<file path="src/rtl/io_cmd_pkg.sv">
// Shared types and constants for the io_cmd_frontend command path.
// Default operand/opcode widths also serve as the top-level parameter defaults.
package io_cmd_pkg;

   localparam int OPW_DFLT  = 3;
   localparam int OPCW_DFLT = 4;
   localparam int OVF_W     = 8;

   typedef enum logic [1:0] {
      LOW      = 2'd0,
      RISE_CHK = 2'd1,
      HIGH     = 2'd2,
      FALL_CHK = 2'd3
   } deb_state_e;

   typedef struct packed {
      logic [OPCW_DFLT-1:0] op;
      logic [OPW_DFLT-1:0]  a;
      logic [OPW_DFLT-1:0]  b;
   } cmd_t;

endpackage

</file>
<file path="src/rtl/io_cmd_frontend_if.sv">
// Valid/ready command bus from the front-end FIFO head to the ALU/display path.
interface io_cmd_frontend_if #(
   parameter int OPW  = 3,
   parameter int OPCW = 4
) ();

   logic            cmd_valid;
   logic            cmd_ready;
   logic [OPW-1:0]  cmd_a;
   logic [OPW-1:0]  cmd_b;
   logic [OPCW-1:0] cmd_op;

   modport master (output cmd_valid, output cmd_a, output cmd_b, output cmd_op, input cmd_ready);
   modport slave  (input cmd_valid, input cmd_a, input cmd_b, input cmd_op, output cmd_ready);

endinterface

</file>
<file path="src/rtl/cmd_debounce.sv">
// go-button synchroniser and debounce FSM producing a one-cycle press strobe.
// IO_CMD_REPEAT_EN adds auto-repeat presses every REPEAT_CYCLES cycles held in HIGH.
module cmd_debounce
   import io_cmd_pkg::*;
#(
   parameter int DEB_CYCLES = 4
`ifdef IO_CMD_REPEAT_EN
   , parameter int REPEAT_CYCLES = 1024
`endif
) (
   input  logic clk,
   input  logic reset,
   input  logic go,
   output logic press,
   output logic go_level
);

   localparam int CNT_W = (DEB_CYCLES > 2) ? $clog2(DEB_CYCLES) : 1;
   localparam logic [CNT_W-1:0] CNT_LAST = CNT_W'(DEB_CYCLES - 1);

   logic             go_p0, go_p1;
   deb_state_e       state, state_nxt;
   logic [CNT_W-1:0] cnt, cnt_nxt;
   logic             edge_press;

   // stage 0/1: two-flop synchroniser
   always_ff @(posedge clk or negedge reset) begin
      if (!reset) begin
         go_p0 <= 1'b0;
         go_p1 <= 1'b0;
      end else begin
         go_p0 <= go;
         go_p1 <= go_p0;
      end
   end

   always_ff @(posedge clk or negedge reset) begin
      if (!reset) begin
         state <= LOW;
         cnt   <= '0;
      end else begin
         state <= state_nxt;
         cnt   <= cnt_nxt;
      end
   end

   always_comb begin
      state_nxt  = state;
      cnt_nxt    = cnt;
      edge_press = 1'b0;
      case (state)
         LOW: if (go_p1) begin
            state_nxt = RISE_CHK;
            cnt_nxt   = '0;
         end
         RISE_CHK: begin
            if (!go_p1) state_nxt = LOW;
            else if (cnt == CNT_LAST) begin
               state_nxt  = HIGH;
               edge_press = 1'b1;
            end else cnt_nxt = cnt + 1'b1;
         end
         HIGH: if (!go_p1) begin
            state_nxt = FALL_CHK;
            cnt_nxt   = '0;
         end
         FALL_CHK: begin
            if (go_p1) state_nxt = HIGH;
            else if (cnt == CNT_LAST) state_nxt = LOW;
            else cnt_nxt = cnt + 1'b1;
         end
         default: state_nxt = LOW;
      endcase
   end

   assign go_level = (state == HIGH) || (state == FALL_CHK);

`ifdef IO_CMD_REPEAT_EN
   localparam int REP_W = $clog2(REPEAT_CYCLES + 1);
   localparam logic [REP_W-1:0] REP_LAST = REP_W'(REPEAT_CYCLES - 1);

   logic [REP_W-1:0] rep_cnt;
   logic             rep_fire;

   // Any visit outside HIGH (including a FALL_CHK excursion) restarts the period.
   assign rep_fire = (state == HIGH) && (rep_cnt == REP_LAST);

   always_ff @(posedge clk or negedge reset) begin
      if (!reset)               rep_cnt <= '0;
      else if (state != HIGH)   rep_cnt <= '0;
      else if (rep_fire)        rep_cnt <= '0;
      else                      rep_cnt <= rep_cnt + 1'b1;
   end

   assign press = edge_press | rep_fire;
`else
   assign press = edge_press;
`endif

endmodule

</file>
<file path="src/rtl/io_cmd_frontend.sv">
// Command front-end: operand synchronisers, debounced go, and a command FIFO
// feeding a valid/ready bus. Optional auto-repeat via IO_CMD_REPEAT_EN.
module io_cmd_frontend
   import io_cmd_pkg::*;
#(
   parameter int OPW        = OPW_DFLT,
   parameter int OPCW       = OPCW_DFLT,
   parameter int DEPTH      = 4,
   parameter int DEB_CYCLES = 4
`ifdef IO_CMD_REPEAT_EN
   , parameter int REPEAT_CYCLES = 1024
`endif
) (
   input  logic                       clk,
   input  logic                       reset,
   input  logic [OPW-1:0]             a,
   input  logic [OPW-1:0]             b,
   input  logic [OPCW-1:0]            op_code,
   input  logic                       go,
   io_cmd_frontend_if.master          bus,
   output logic                       go_level,
   output logic [$clog2(DEPTH+1)-1:0] fifo_level,
   output logic [OVF_W-1:0]           overflow_cnt
);

   localparam int PW = $clog2(DEPTH);
   localparam int LW = $clog2(DEPTH + 1);

   typedef struct packed {
      logic [OPCW-1:0] op;
      logic [OPW-1:0]  a;
      logic [OPW-1:0]  b;
   } word_t;

   logic [OPW-1:0]  a_p0, a_p1, b_p0, b_p1;
   logic [OPCW-1:0] op_p0, op_p1;
   logic            press, full, pop, push_ok;
   logic [PW-1:0]   wr_ptr, rd_ptr;
   logic [LW-1:0]   level;
   word_t           mem [DEPTH];
   word_t           head;

   // stage 0/1: operand synchronisers (not debounced)
   always_ff @(posedge clk or negedge reset) begin
      if (!reset) begin
         a_p0 <= '0; a_p1 <= '0;
         b_p0 <= '0; b_p1 <= '0;
         op_p0 <= '0; op_p1 <= '0;
      end else begin
         a_p0 <= a;        a_p1 <= a_p0;
         b_p0 <= b;        b_p1 <= b_p0;
         op_p0 <= op_code; op_p1 <= op_p0;
      end
   end

   cmd_debounce #(
      .DEB_CYCLES    (DEB_CYCLES)
`ifdef IO_CMD_REPEAT_EN
      , .REPEAT_CYCLES (REPEAT_CYCLES)
`endif
   ) u_deb (
      .clk      (clk),
      .reset    (reset),
      .go       (go),
      .press    (press),
      .go_level (go_level)
   );

   assign full    = (level == LW'(DEPTH));
   assign pop     = bus.cmd_valid && bus.cmd_ready;
   assign push_ok = press && (!full || pop);

   always_ff @(posedge clk) begin
      if (push_ok) mem[wr_ptr] <= '{op: op_p1, a: a_p1, b: b_p1};
   end

   // Pointers wrap naturally since DEPTH is a power of two.
   always_ff @(posedge clk or negedge reset) begin
      if (!reset) begin
         wr_ptr       <= '0;
         rd_ptr       <= '0;
         level        <= '0;
         overflow_cnt <= '0;
      end else begin
         if (push_ok) wr_ptr <= wr_ptr + 1'b1;
         if (pop)     rd_ptr <= rd_ptr + 1'b1;
         case ({push_ok, pop})
            2'b10:   level <= level + 1'b1;
            2'b01:   level <= level - 1'b1;
            default: level <= level;
         endcase
         if (press && full && !pop && (overflow_cnt != '1))
            overflow_cnt <= overflow_cnt + 1'b1;
      end
   end

   // Head is masked while empty so stale storage never reaches the bus.
   assign head          = mem[rd_ptr];
   assign bus.cmd_valid = (level != '0);
   assign bus.cmd_a     = bus.cmd_valid ? head.a  : '0;
   assign bus.cmd_b     = bus.cmd_valid ? head.b  : '0;
   assign bus.cmd_op    = bus.cmd_valid ? head.op : '0;
   assign fifo_level    = level;

endmodule

</file>
<file path="src/flat_wrapper.sv">
// flat-port wrapper written by rule: the top's interface ports become plain ports
module io_cmd_frontend_flat import io_cmd_pkg::*;
#(
   parameter int OPW        = OPW_DFLT,
   parameter int OPCW       = OPCW_DFLT,
   parameter int DEPTH      = 4,
   parameter int DEB_CYCLES = 4

)
  (clk, reset, a, b, op_code, go, go_level, fifo_level, overflow_cnt, bus_cmd_valid, bus_cmd_a, bus_cmd_b, bus_cmd_op, bus_cmd_ready);
  io_cmd_frontend_if #(.OPW(OPW), .OPCW(OPCW)) bus_i ();
  input  logic clk;
  input  logic reset;
  input  logic [OPW-1:0] a;
  input  logic [OPW-1:0] b;
  input  logic [OPCW-1:0] op_code;
  input  logic go;
  output logic go_level;
  output logic [$clog2(DEPTH+1)-1:0] fifo_level;
  output logic [OVF_W-1:0] overflow_cnt;
  output wire logic [$bits(bus_i.cmd_valid)-1:0] bus_cmd_valid;
  output wire logic [$bits(bus_i.cmd_a)-1:0] bus_cmd_a;
  output wire logic [$bits(bus_i.cmd_b)-1:0] bus_cmd_b;
  output wire logic [$bits(bus_i.cmd_op)-1:0] bus_cmd_op;
  input wire logic [$bits(bus_i.cmd_ready)-1:0] bus_cmd_ready;
  assign bus_cmd_valid = bus_i.cmd_valid;
  assign bus_cmd_a = bus_i.cmd_a;
  assign bus_cmd_b = bus_i.cmd_b;
  assign bus_cmd_op = bus_i.cmd_op;
  assign bus_i.cmd_ready = bus_cmd_ready;
  io_cmd_frontend #(.OPW(OPW), .OPCW(OPCW), .DEPTH(DEPTH), .DEB_CYCLES(DEB_CYCLES)) u_core (.clk(clk), .reset(reset), .a(a), .b(b), .op_code(op_code), .go(go), .bus(bus_i), .go_level(go_level), .fifo_level(fifo_level), .overflow_cnt(overflow_cnt));
endmodule
</file>
<file path="config.mk">
export PLATFORM = sky130hd
export DESIGN_NAME = io_cmd_frontend_flat
export DESIGN_NICKNAME = d
export VERILOG_FILES = /design/src/rtl/io_cmd_pkg.sv /design/src/rtl/io_cmd_frontend_if.sv /design/src/rtl/cmd_debounce.sv /design/src/rtl/io_cmd_frontend.sv /design/src/flat_wrapper.sv
export SDC_FILE = /design/constraint.sdc
export NUM_CORES = 1
export LEC_CHECK = 0
export BUFFER_PORTS_ARGS = -buffer_cell sky130_fd_sc_hd__buf_2
export CAP_MARGIN = 15
export CORE_MARGIN = 5
export CORE_UTILIZATION = 28
export DETAILED_ROUTE_END_ITERATION = 10
export PLACE_DENSITY = 0.41
export SYNTH_ARGS = -nofsm -noshare
export SYNTH_HDL_FRONTEND = slang
export SYNTH_SLANG_ARGS = --single-unit
export TNS_END_PERCENT = 50
</file>
<file path="constraint.sdc">
create_clock -name clk -period 6.2 [get_ports clk]
set_input_delay 0.93 -clock clk [delete_from_list [all_inputs] [get_ports clk]]
set_output_delay 0.93 -clock clk [all_outputs]
set_load 0.005 [all_outputs]
</file>
* Yosys cells after proc, flatten, opt, wreduce, memory -nomap -nowiden
Memories as Yosys holds them, arrays and structs flattened. Index checks and enable logic that the tools add are counted.
Storage, ports and cells: register bits after elaboration 41, bits in writable memories 40, input bits 14, output and inout port bits 23, word-level logic and storage cells 71, memories kept 1
Operators by class: $add $sub $neg 6, equal/unequal tests 14, mux-type cells 22, reductions and logical operators 14
Memory list:
- u_core.mem | words 4, width 10, read ports 1, clocked after Yosys merged registers in 0, write ports 1, line io_cmd_frontend.sv:40 | word_t mem [DEPTH];
Operator list (number):
- $mux W2 | 11
- $pmux W2 S4 | 2
- $add A8 B1 Y8 const B | 1
- $eq A2 B2 Y1 const B | 4
- $ne A2 B2 Y1 const B | 4
- $ne A8 B8 Y1 const B | 1
- $reduce_and A4 Y1 | 2
- $add A2 B1 Y2 const B | 3
- $mux W3 | 2
- $ne A3 B3 Y1 const B | 2
- $pmux W3 S2 | 1
- $logic_and A1 B1 Y1 | 5
- $mux W1 | 5
- $eq A2 B1 Y1 const B | 2
- $mux W4 | 1
- $add A3 B1 Y3 const B | 1
- $eq A3 B3 Y1 const B | 1
- $reduce_bool A3 Y1 | 1
- $sub A3 B1 Y3 const B | 1
- $logic_not A1 Y1 | 2
- $logic_not A2 Y1 | 1
- $logic_or A1 B1 Y1 | 2
- $reduce_bool A2 Y1 | 1

* Logic depth before layout (Yosys ltp)
depth after elaboration 7, gate-level depth with buffers 11, gate-level depth less buffers 10

* Modules after synthesis
A second synthesis with hierarchy kept.
Unflattened totals: cells, all modules 180, area total of the unflattened synthesis 3101.7 um2
Modules (own cells, without submodules):
- io_cmd_frontend | times used 1, cells an instance 159, area an instance 2835.2 um2, sequential area each 2077.0 um2
- cmd_debounce | times used 1, cells an instance 21, area an instance 266.5 um2, sequential area each 150.1 um2

* Worst setup path before layout
OpenSTA, ideal clock, no wires.
kind input -> register, start input port bus_cmd_ready, end register u_core.level[2], in the netlist u_core.fifo_level[2], library setup time 0.079 ns, arrival 2.462 ns, required time 6.121 ns, slack 3.659 ns, cell stages on the path 10, path buffers 1, cells stage by stage nor4b_4 -> nor2b_1 -> buf_2 -> inv_1 -> ha_1 -> inv_1 -> fa_1 -> xor2_1 -> nor2_1 -> xor2_1
Between the ends: cells in the longest elaborated chain, start to end 5, elaborated cells on any way between the ends 7, classes of those cells eq/ne (2); mux (1); reduce/logical (4)
Ends and longest elaborated chain:
- start: declaration | line flat_wrapper.sv:25 | input wire logic [$bits(bus_i.cmd_ready)-1:0] bus_cmd_ready;
- $logic_and A1 B1 Y1 * | line io_cmd_frontend.sv:70 | assign pop = bus.cmd_valid && bus.cmd_ready;
- $logic_or A1 B1 Y1 | line io_cmd_frontend.sv:71 | assign push_ok = press && (!full || pop);
- $logic_and A1 B1 Y1 | line io_cmd_frontend.sv:71
- $eq A2 B1 Y1 / $eq A2 B2 Y1 (equally long branches) | line io_cmd_frontend.sv:87 | case ({push_ok, pop})
- $pmux W3 S2 / $reduce_bool A2 Y1 (equally long branches)
- end signal: assignment | line io_cmd_frontend.sv:88 | 2'b10: level <= level + 1'b1;
- end signal: assignment | line io_cmd_frontend.sv:89 | 2'b01: level <= level - 1'b1;
- end signal: assignment | line io_cmd_frontend.sv:90 | default: level <= level;
- end: declaration | line io_cmd_frontend.sv:39 | logic [LW-1:0] level;
Mark *: on every way between the ends. The rest lies on a longest branch, timed or not. A chain may end at the register's enable or synchronous reset.

* Worst setup path after layout
start register u_core.rd_ptr[0], end output port bus_cmd_op[1]
Between the ends: cells in the longest elaborated chain, start to end 2
Ends and longest elaborated chain:
- start: declaration | line io_cmd_frontend.sv:38 | logic [PW-1:0] wr_ptr, rd_ptr;
- start signal: assignment | line io_cmd_frontend.sv:86 | if (pop) rd_ptr <= rd_ptr + 1'b1;
- $mem_v2 Z4 W10
- $mux W4 | line io_cmd_frontend.sv:102 | assign bus.cmd_op = bus.cmd_valid ? head.op : '0;
- end: declaration | line flat_wrapper.sv:24 | output wire logic [$bits(bus_i.cmd_op)-1:0] bus_cmd_op;
No other way between the ends.

==> results.md <==
- PD cells: 364 nW/um2
- Die Y: 115 um
- Row cnt: 38
- Overflow after GRT: 0
- Crit-path max FO: 12
- Worst Setup Start Kind: register
- CP arrival: 2050 ps
- Number of I/O pins: 37
- Worst r2r src: u_core.u_deb.cnt[0]
- TritonCTS Buffers: 9
- Chip width: 115 um
- # resized after CTS: 0
- Finished Layout Cells: 359
- Die area: 13200 um2
- Root buffer cell: clkbuf_8
- Worst Setup End Kind: output pin
- Top cells by area, synth: edfxtp_1 (39%), dfrtp_1 (33%), mux4_2 (7.3%)
- Reg clk slew, reported paths: 80 ps
- N_diodes: 0
- Maximum VDD drop: 146 uV
- DP HPWL: 3340 um
- Least-Margin Pin Slew: 967 ps
- Worst hold path type: reg -> reg
- Number of global-route vias before repair: 1616
- Max Clk Rate: 335 MHz
- # Max-Cap Violations: 0
- Slew margin rel.: 0.355
- Layout Utilization: 0.330
- Setup_tns: 0 ps
- Clk buf depth: 2
- Syn_nets: 194
- Pin count of the biggest net entering global routing: 42
- Post-synth cell types: 30
- Hold path start: u_core.b_p0[1]
- Post-Syn Instances: 172
- Initial DRC Count: 25
- Post-layout min period: 2980 ps
- Drt wl/cell: 14.8 um
- Number of H-tree levels: 3
- Yosys reg bits: 81
- Synth Cell Area: 3070 um2
- CTS Hold Bufs: 0
- CTS tree: done
- Register area share after synthesis: 0.725
- Setup Viol. Count Final: 0
- Yosys warns: 0
- Crit path required time: 5270 ps
- Vias: 1477
- Hold Fails Final Rpt: 0
- DRC: 0
- Beginning of the critical path: u_core.rd_ptr[0]
- Routability cong.: 0.705
- Result of the run: completed
- Layout cell share with drive strength beyond 1: 0.297
- Post-synth top area share: 0.391
- Routed vias/inst: 4.11
- Antenna violations before repair: 0
- Yosys top cell by area: edfxtp_1
- Global-route total usage across every layer: 0.0899
- First-pass GRT wire length: 8720 um
- Nets: 236
- Drt pass-1 iters: 4
- Area growth syn-to-layout: 15.9%
- RSZ-0062 raised after global routing: no
- Avg Inst Size Synth: 17.9 um2
- P_leak: 1.46 nW
- Final Slew Violations: 0
- Clk sinks: 81
- Initial core utilization: 0.285
- Crit share post-route: 0.481
- # fillers: 1067
- IO buf count: 36
- Clock Latency Late Sink: 340 ps
- WS Path Type: reg -> out
- Setup bufs post-CTS: 0
- Routed WL: 5310 um
- Max Clock Skew: 12.1 ps
- Core footprint: 10800 um2
- Post-DRT Antenna Nets: 0
- Placed insts: 343
==> worst max-delay path: stages (launching register included) <==
cell and delay (ps):
dfrtp_1 820, mux4_2 600, and2_1 170, buf_2 120
==> cell type report <==
class                           count  area, um2  area share
Inverter                            7       26.3     0.00738
Clock inverter                      3       18.8     0.00527
Tap cell                          140        175      0.0492
Timing Repair Buffer               36        180      0.0506
Sequential cell                    81       2230       0.625
Multi-Input combinational cell     79        795       0.223
Clock buffer                       13        139      0.0390
==> power by group <==
| part | switching (W) | leakage, nW | internal (W) |
|---|---|---|---|
| registers | 0.0000770 | 0.857 | 0.000610 |
| clock network | 0.000174 | 0.0814 | 0.000146 |
| logic | 0.000114 | 0.517 | 0.000175 |
| total | 0.000365 | 1.46 | 0.000930 |
==> Yosys cell counts, drive strengths merged <==
| cell | instances |
|---|---|
| nor2b | 1 |
| fa | 1 |
| inv | 7 |
| mux2i | 1 |
| dfrtp | 41 |
| and4b | 1 |
| mux4 | 10 |
| buf | 3 |
| xor2 | 5 |
| a21oi | 1 |
| and3 | 2 |
| mux2 | 3 |
| ha | 7 |
| or3 | 1 |
| o21ai | 1 |
| nand4 | 5 |
| clkbuf | 2 |
| nand3 | 1 |
| edfxtp | 40 |
| nand2 | 6 |
| o311a | 1 |
| nor2 | 4 |
| and2 | 15 |
| nor4b | 1 |
| xnor2 | 9 |
| a22o | 3 |
==> through the flow <==
step | cell area [um2] | total power [W] | hold slack [ps] | setup WS (ps)
floorplan | 3070 | 0.000887 | 331 | 3660
global placement | 3400 | 0.000999 | 332 | 3440
detailed placement | 3400 | 0.00100 | 335 | 3360
CTS | 3560 | 0.00133 | 344 | 3130
global route | 3560 | 0.00139 | 361 | 3010
finish | 3560 | 0.00129 | 345 | 3220
==> kinds of logic after synthesis <==
group	after synthesis	share of synthesized area
XOR/XNOR	14	0.0399
buffers and inverters	12	0.0167
flip-flops	81	0.725
AO/OA/AOI/OAI	6	0.0187
multiplexers	14	0.0888
adder cells (fa/ha/maj)	8	0.0350
AND/OR/NAND/NOR	37	0.0761
==> metal layers <==
metal  GRT usage  share of wire  vias up
met5           0              0        -
met4      0.0352          0.016        0
met3      0.0368          0.056        5
met2       0.138           0.47       38
met1       0.114           0.45      731
li1            -              -      703
==> registers in the layout, summed over array words and instances, names as in the netlist, named ones only <==
| name | cells |
|---|---|
| u_core.a_p0 | 3 |
| u_core.a_p1 | 3 |
| u_core.b_p0 | 3 |
| u_core.b_p1 | 3 |
| u_core.fifo_level | 3 |
| u_core.mem | 40 |
| u_core.op_p0 | 4 |
| u_core.op_p1 | 4 |
| u_core.overflow_cnt | 8 |
| u_core.rd_ptr | 2 |
| u_core.u_deb.cnt | 2 |
| u_core.u_deb.go_p0 | 1 |
| u_core.u_deb.go_p1 | 1 |
| u_core.u_deb.state | 1 |
| u_core.wr_ptr | 2 |
==> worst paths after layout <==
kind                                     endpoint  depth (start not counted)  slack, ps
max reg2reg                  u_core.fifo_level[2]                         10       3770
min in group asynchronous  u_core.overflow_cnt[7]                          1        740
min reg2reg                        u_core.b_p1[1]                          0        340
max                                 bus_cmd_op[1]                          3       3220
max in group asynchronous          u_core.b_p0[1]                          1       4860
min                                u_core.b_p1[1]                          0        340
==> cell usage in the layout, fill, tap and decap left out, types with 2 or more instances in the layout <==
cell type,netlist,final
inv_1,7,7
and2_1,15,15
nor2_1,4,4
xnor2_1,9,9
a22o_1,3,3
dfrtp_1,41,41
nand4_1,4,4
mux2_2,2,2
edfxtp_1,40,40
xor2_1,5,5
clkbuf_8,0,9
ha_1,7,7
clkinv_2,0,2
nand2_1,6,6
buf_2,2,36
mux4_2,10,10
clkbuf_1,2,4
Note: power is estimated with default switching activity, not from simulation.
